--- src/rtl/r_bank_pkg.sv ---
// r_bank_pkg: write-port operation codes and op-field width shared by the register bank.
package r_bank_pkg;
  localparam int OP_W = 3;
  typedef enum logic [OP_W-1:0] {
    OP_HOLD = 3'b000,
    OP_LOAD = 3'b001,
    OP_INC  = 3'b010,
    OP_DEC  = 3'b011,
    OP_SHL  = 3'b100,
    OP_SHR  = 3'b101,
    OP_ROL  = 3'b110,
    OP_CLR  = 3'b111
  } op_e;
endpackage

--- src/rtl/r_op_unit.sv ---
// r_op_unit: combinational in-place op (value, s, op) -> (next_value, carry); carry is carry/borrow/shifted-out bit.
module r_op_unit
  import r_bank_pkg::*;
#(
  parameter int WIDTH = 4
) (
  input  logic [WIDTH-1:0] value,
  input  logic [WIDTH-1:0] s,
  input  logic [OP_W-1:0]  op,
  output logic [WIDTH-1:0] next_value,
  output logic             carry
);
  always_comb begin
    {carry, next_value} = {1'b0, value};
    case (op)
      OP_LOAD: {carry, next_value} = {1'b0, s};
      OP_INC:  {carry, next_value} = {1'b0, value} + (WIDTH+1)'(1);
      OP_DEC:  {carry, next_value} = {1'b0, value} - (WIDTH+1)'(1);
      OP_SHL:  {carry, next_value} = {value, 1'b0};
      OP_SHR:  {carry, next_value} = {value[0], 1'b0, value[WIDTH-1:1]};
      OP_ROL:  {carry, next_value} = {value[WIDTH-1], value[WIDTH-2:0], value[WIDTH-1]};
      OP_CLR:  {carry, next_value} = '0;
      default: ;
    endcase
  end
endmodule

--- src/rtl/r_reg_bank.sv ---
// r_reg_bank: DEPTH x WIDTH register bank; one op-applying write port, two forwarded registered read ports, Z/C flags.
// Ports: clk, rst (sync high), WR_EN/WR_ADDR/OP/S write port, RA_ADDR/RB_ADDR -> RA/RB, FLAG_Z/FLAG_C.
module r_reg_bank
  import r_bank_pkg::*;
#(
  parameter int WIDTH = 4,
  parameter int DEPTH = 4,
  parameter int AW    = $clog2(DEPTH)
) (
  input  logic             clk,
  input  logic             rst,
  input  logic             WR_EN,
  input  logic [AW-1:0]    WR_ADDR,
  input  logic [OP_W-1:0]  OP,
  input  logic [WIDTH-1:0] S,
  input  logic [AW-1:0]    RA_ADDR,
  input  logic [AW-1:0]    RB_ADDR,
  output logic [WIDTH-1:0] RA,
  output logic [WIDTH-1:0] RB,
  output logic             FLAG_Z,
  output logic             FLAG_C
);
  localparam logic [AW:0] LIM = (AW+1)'(DEPTH);
  logic [WIDTH-1:0] regs [DEPTH];
  logic [WIDTH-1:0] cur, nxt, ra_d, rb_d;
  logic             wr_ok, carry;
  assign wr_ok = WR_EN && ({1'b0, WR_ADDR} < LIM);
  assign cur   = wr_ok ? regs[WR_ADDR] : '0;
  r_op_unit #(.WIDTH(WIDTH)) u_op (
    .value(cur), .s(S), .op(OP), .next_value(nxt), .carry(carry)
  );
  // Reads of an address being written this cycle see the post-op value.
  assign ra_d = ({1'b0, RA_ADDR} < LIM) ? ((wr_ok && RA_ADDR == WR_ADDR) ? nxt : regs[RA_ADDR]) : '0;
  assign rb_d = ({1'b0, RB_ADDR} < LIM) ? ((wr_ok && RB_ADDR == WR_ADDR) ? nxt : regs[RB_ADDR]) : '0;
  always_ff @(posedge clk) begin
    if (rst) begin
      for (int i = 0; i < DEPTH; i++) regs[i] <= '0;
      RA     <= '0;
      RB     <= '0;
      FLAG_Z <= 1'b0;
      FLAG_C <= 1'b0;
    end else begin
      if (wr_ok) begin
        regs[WR_ADDR] <= nxt;
        FLAG_Z        <= (nxt == '0);
        FLAG_C        <= carry;
      end
      RA <= ra_d;
      RB <= rb_d;
    end
  end
endmodule

--- config.mk ---
export PLATFORM = sky130hd
export DESIGN_NAME = r_reg_bank
export DESIGN_NICKNAME = d
export VERILOG_FILES = /design/src/rtl/r_bank_pkg.sv /design/src/rtl/r_op_unit.sv /design/src/rtl/r_reg_bank.sv
export SDC_FILE = /design/constraint.sdc
export NUM_CORES = 1
export LEC_CHECK = 0
export CAP_MARGIN = 10
export CORE_MARGIN = 5
export CORE_UTILIZATION = 54
export DETAILED_ROUTE_END_ITERATION = 8
export PLACE_DENSITY = 0.78
export SLEW_MARGIN = 10
export SYNTH_ARGS = -nofsm -noshare
export SYNTH_HDL_FRONTEND = slang
export SYNTH_SLANG_ARGS = --single-unit
export TNS_END_PERCENT = 50
--- constraint.sdc ---
create_clock -name clk -period 3.1 [get_ports clk]
set_clock_uncertainty 0.05 [all_clocks]
set_input_delay 0.62 -clock clk [delete_from_list [all_inputs] [get_ports clk]]
set_output_delay 0.62 -clock clk [all_outputs]
set_load 0.05 [all_outputs]
# == Word-level counts from Yosys, hierarchy flattened ==
# Memory sizes are Yosys's and may differ from the RTL's. A register that Yosys moved wholly into a read port is not among the register bits.
# Index checks and enable logic that the tools add are counted.
# classes
n_addsub,2
eq_ne,7
mux,11
reduce_logical,3
# op_table
cell,n
$pmux 4 s7,1
$eq 3x3->1 const B,4
$mux 4,2
$eq 3x2->1 const B,2
$mux 1,6
$add 4x1->5 const B,1
$sub 4x1->5 const B,1
$logic_not 4->1,1
$pmux 1 s4,1
$reduce_or 4->1,1
$eq 3x1->1 const B,1
$mux 2,1
$reduce_or 2->1,1
# totals
regBits,2
mem_bits_rw,16
in_bits,16
output_inout_bits,10
elab_cells,26
mem_count,1
# mem_list
name,words,word_bits,read_ports,rd_ports_with_merged_regs,write_ports,line,source
regs,4,4,3,2,4,r_reg_bank.sv:24,logic [WIDTH-1:0] regs [DEPTH];

# == Logic depth before layout (Yosys ltp) ==
# depth
depth_word,5
depth_mapped,12
ltp_nobuf,10

# == Hierarchy ==
# A second synthesis with hierarchy kept.
# unflattened
cells_unflattened,169
hier_area_um2,1921.8
# by_module_without_submodules
module,n_inst,cells_per_inst,area_each_um2,seq_area_each_um2
r_reg_bank,1,120,1562.7,680.7
r_op_unit,1,49,359.1,0.0

# == Least setup slack after synthesis ==
# Ideal clock, no wire load.
# synth_timing
path_kind,input to register
start,in WR_ADDR[0]
end,"reg RA[1], read port of regs"
setup_time_ns,0.070
arrival_time_ns,2.811
required_ns,2.980
slack_ns,0.168
stages,10
n_path_buf,1
path_cell_list,buf_6 > mux4_2 > and2_2 > ha_1 > nor3_1 > a21o_1 > a222oi_1 > o22ai_1 > or3b_1 > a21oi_1
# synth_rtl
item,line,source
from (decl),r_reg_bank.sv:13,"input logic [AW-1:0] WR_ADDR,"
to (decl),r_reg_bank.sv:18,"output logic [WIDTH-1:0] RA,"

==> impl_metrics.tcl <==
set metrics [dict create \
    fin_total_pwr_mw 0.888 \
    status "completed" \
    async_flop_share 0 \
    setup_violations 0 \
    final_nets 239 \
    synth_edf_count 16 \
    finalCritPeriodShare 0.955 \
    worst_slew_pin_slew_ns 0.495 \
    antenna_cells 0 \
    dp_hpwl_um 3810 \
    synth_top_cells_by_count "20 x nor2_1, 17 x nand2_1, 16 x edfxtp_1" \
    h-tree-depth 1 \
    cts_root_buf "clkbuf_4" \
    drive_gt1_frac 0.223 \
    postSynthAreaPerCell_sq_um 9.98 \
    postCtsHoldBufs 0 \
    ys_top_cells_by_area "edfxtp_1 26%, mux4_2 13%, dfxtp_1 11%" \
    clock_latency_ns 0.34 \
    power_leakage_nw 0.847 \
    drc 0 \
    first_iter_violations 201 \
    start_util 0.553 \
    grt.total_usage 0.241 \
    hold_viol 0 \
    syn_area_sq_um 1850 \
    drv_cap 0 \
    holdCritStartpoint "FLAG_C$_SDFFE_PP0P_" \
    antenna_found_initial 0 \
    slowest_delay_ns 0.52 \
    cts-resized-gates 1 \
    syn_nets 203 \
    required_ns 3.32 \
    die_h_um 68.5 \
    critical_path_buf_inv_count 1 \
    criticalPathCategory "in2reg" \
    path_max_fanout 4 \
    synth_flop_cell "edfxtp_1" \
    gp_congestion 0.983 \
    start_kind "input port" \
    worstHoldPathType "reg2reg" \
    cts_setup_buffers 0 \
    rsz0062_at_grt "no" \
    synth_top_cell_by_area "edfxtp_1" \
    slowest_stage "clkdlybuf4s50_1" \
    worstPathArrival_ns 3.18 \
    antenna_left 0 \
    final_util 0.687 \
    startpoint "WR_ADDR[1]" \
    num_rows 21 \
    vias_per_cell 6.33 \
    slew_violations 0 \
    ir_drop_uv 286 \
    fin_tns_setup_ns 0 \
    port-buffer-count 25 \
    clockBufferDepth 2 \
    grt_pass1_vias 1650 \
    pin_count 26 \
    synth-seq-cells 26 \
    finalCriticalPeriod_ns 2.96 \
    layoutNonFillerInstCount 266 \
    cts_buffers 3 \
    slew_headroom 0.661 \
    grt_first_pass_wirelength_um 8160 \
    synthDistinctLibCells 50 \
    vias 1684 \
    ys_seq_area_frac 0.369 \
    fp.dieArea_sq_um 4690 \
    place_inst 262 \
    grt_max_degree 20 \
    yosysWarnings 0 \
    crit_family "compound AO/OA/AOI/OAI gates" \
    r2r-start "regs[2][1]$_SDFFCE_PN0P_" \
    cts.sinks 26 \
    cp_cell_sequence "clkdlybuf4s50_1 > mux4_2 > and2_2 > ha_1 > nor3_1 > a21o_1 > a222oi_1 > o22ai_1 > or3b_1 > a21oi_1" \
    synthCells 185 \
    core-area_sq_um 3340 \
    clk_pin_slew_ns 0.15 \
    tritoncts "yes" \
    crit_path_end_kind "flop" \
    drt_wl_total_um 5050 \
    synth_top_cell_area_share 0.260 \
    synth.most_common_cell "nor2_1" \
    drt_pre_antenna_iters 5 \
    max_freq_mhz 338 \
    powerDensity_nw_per_um2 387 \
    grt.overflow.total 0 \
    wl_per_cell_um 19.0 \
    die_width_um 68.5 \
    syn2layout_area_growth_pct 24.2 \
]
[worst min-delay path, stage by stage (launching register included)]
cell and delay, ns:
dfxtp_1 0.35, nor2_1 0.11, a211oi_1 0.06
[cell usage in the layout, fill, tap and decap left out, types with 3 or more instances in the layout]
cell type,count
a211oi_1,3
a222oi_1,3
a21oi_1,10
nor3_1,7
clkbuf_4,3
mux2i_1,5
buf_4,22
edfxtp_1,16
or3b_2,5
dfxtp_1,10
or4_1,3
nand2b_1,6
nor2_1,20
o21ai_0,4
mux4_2,11
nand3_1,3
clkdlybuf4s50_1,24
nand2_1,17
nor3b_1,4
[per-stage QoR]
stage	worst slack (ns)	hold slack, ns	cell area, sq um
4_1_cts	0.137	0.486	2290
3_5_place_dp	-0.467	0.467	2250
2_1_floorplan	0.168	0.664	1850
6_report	0.138	0.486	2290
3_3_place_gp	-0.391	0.440	2250
5_1_grt	0.00995	0.513	2290
[per-layer routing]
metal,global-route usage,wire (um),vias to the layer above,part of all wire
met3,0.0427,352,21,0.070
met4,0.0993,167,0,0.033
met2,0.421,2620,98,0.52
met1,0.289,1910,788,0.38
met5,0,0,-,0
li1,-,-,777,-
[cells by family after synthesis]
logic type,count (synthesis),synth area share
compound gates,39,0.150
xor+xnor,4,0.0190
fa+ha+maj,2,0.0135
buf+inv,19,0.0461
flops,26,0.369
mux,17,0.175
simple gates,78,0.228
[flip-flops by register name, indices dropped and copies added, names as in the netlist]
signal / cells
FLAG_C: 1
RB: 4
FLAG_Z: 1
RA: 4
regs: 16
[power breakdown]
part | internal, mW | switching, mW | total (mW)
logic | 0.124 | 0.148 | 0.272
registers | 0.390 | 0.0172 | 0.407
clock network | 0.0987 | 0.110 | 0.209
total | 0.612 | 0.276 | 0.888
[path summary, 6_finish.rpt]
kind	end	slack, ns	depth (start not counted)
hold reg to reg	FLAG_C$_SDFFE_PP0P_	0.49	2
setup reg to reg	RA[1]$_SDFF_PP0_	0.29	9
setup / recovery	RA[1]$_SDFF_PP0_	0.14	10
hold / removal	FLAG_C$_SDFFE_PP0P_	0.49	2
[area by class of cell]
type / instances / area (sq um)
timing repair buffer: 47 / 415
tap: 46 / 57.6
inverter: 3 / 11.3
multi-input combinational: 140 / 1080
fill: 275 / 1040
clock buffer: 4 / 47.5
sequential: 26 / 681
Power figures use the tool's default switching activity.
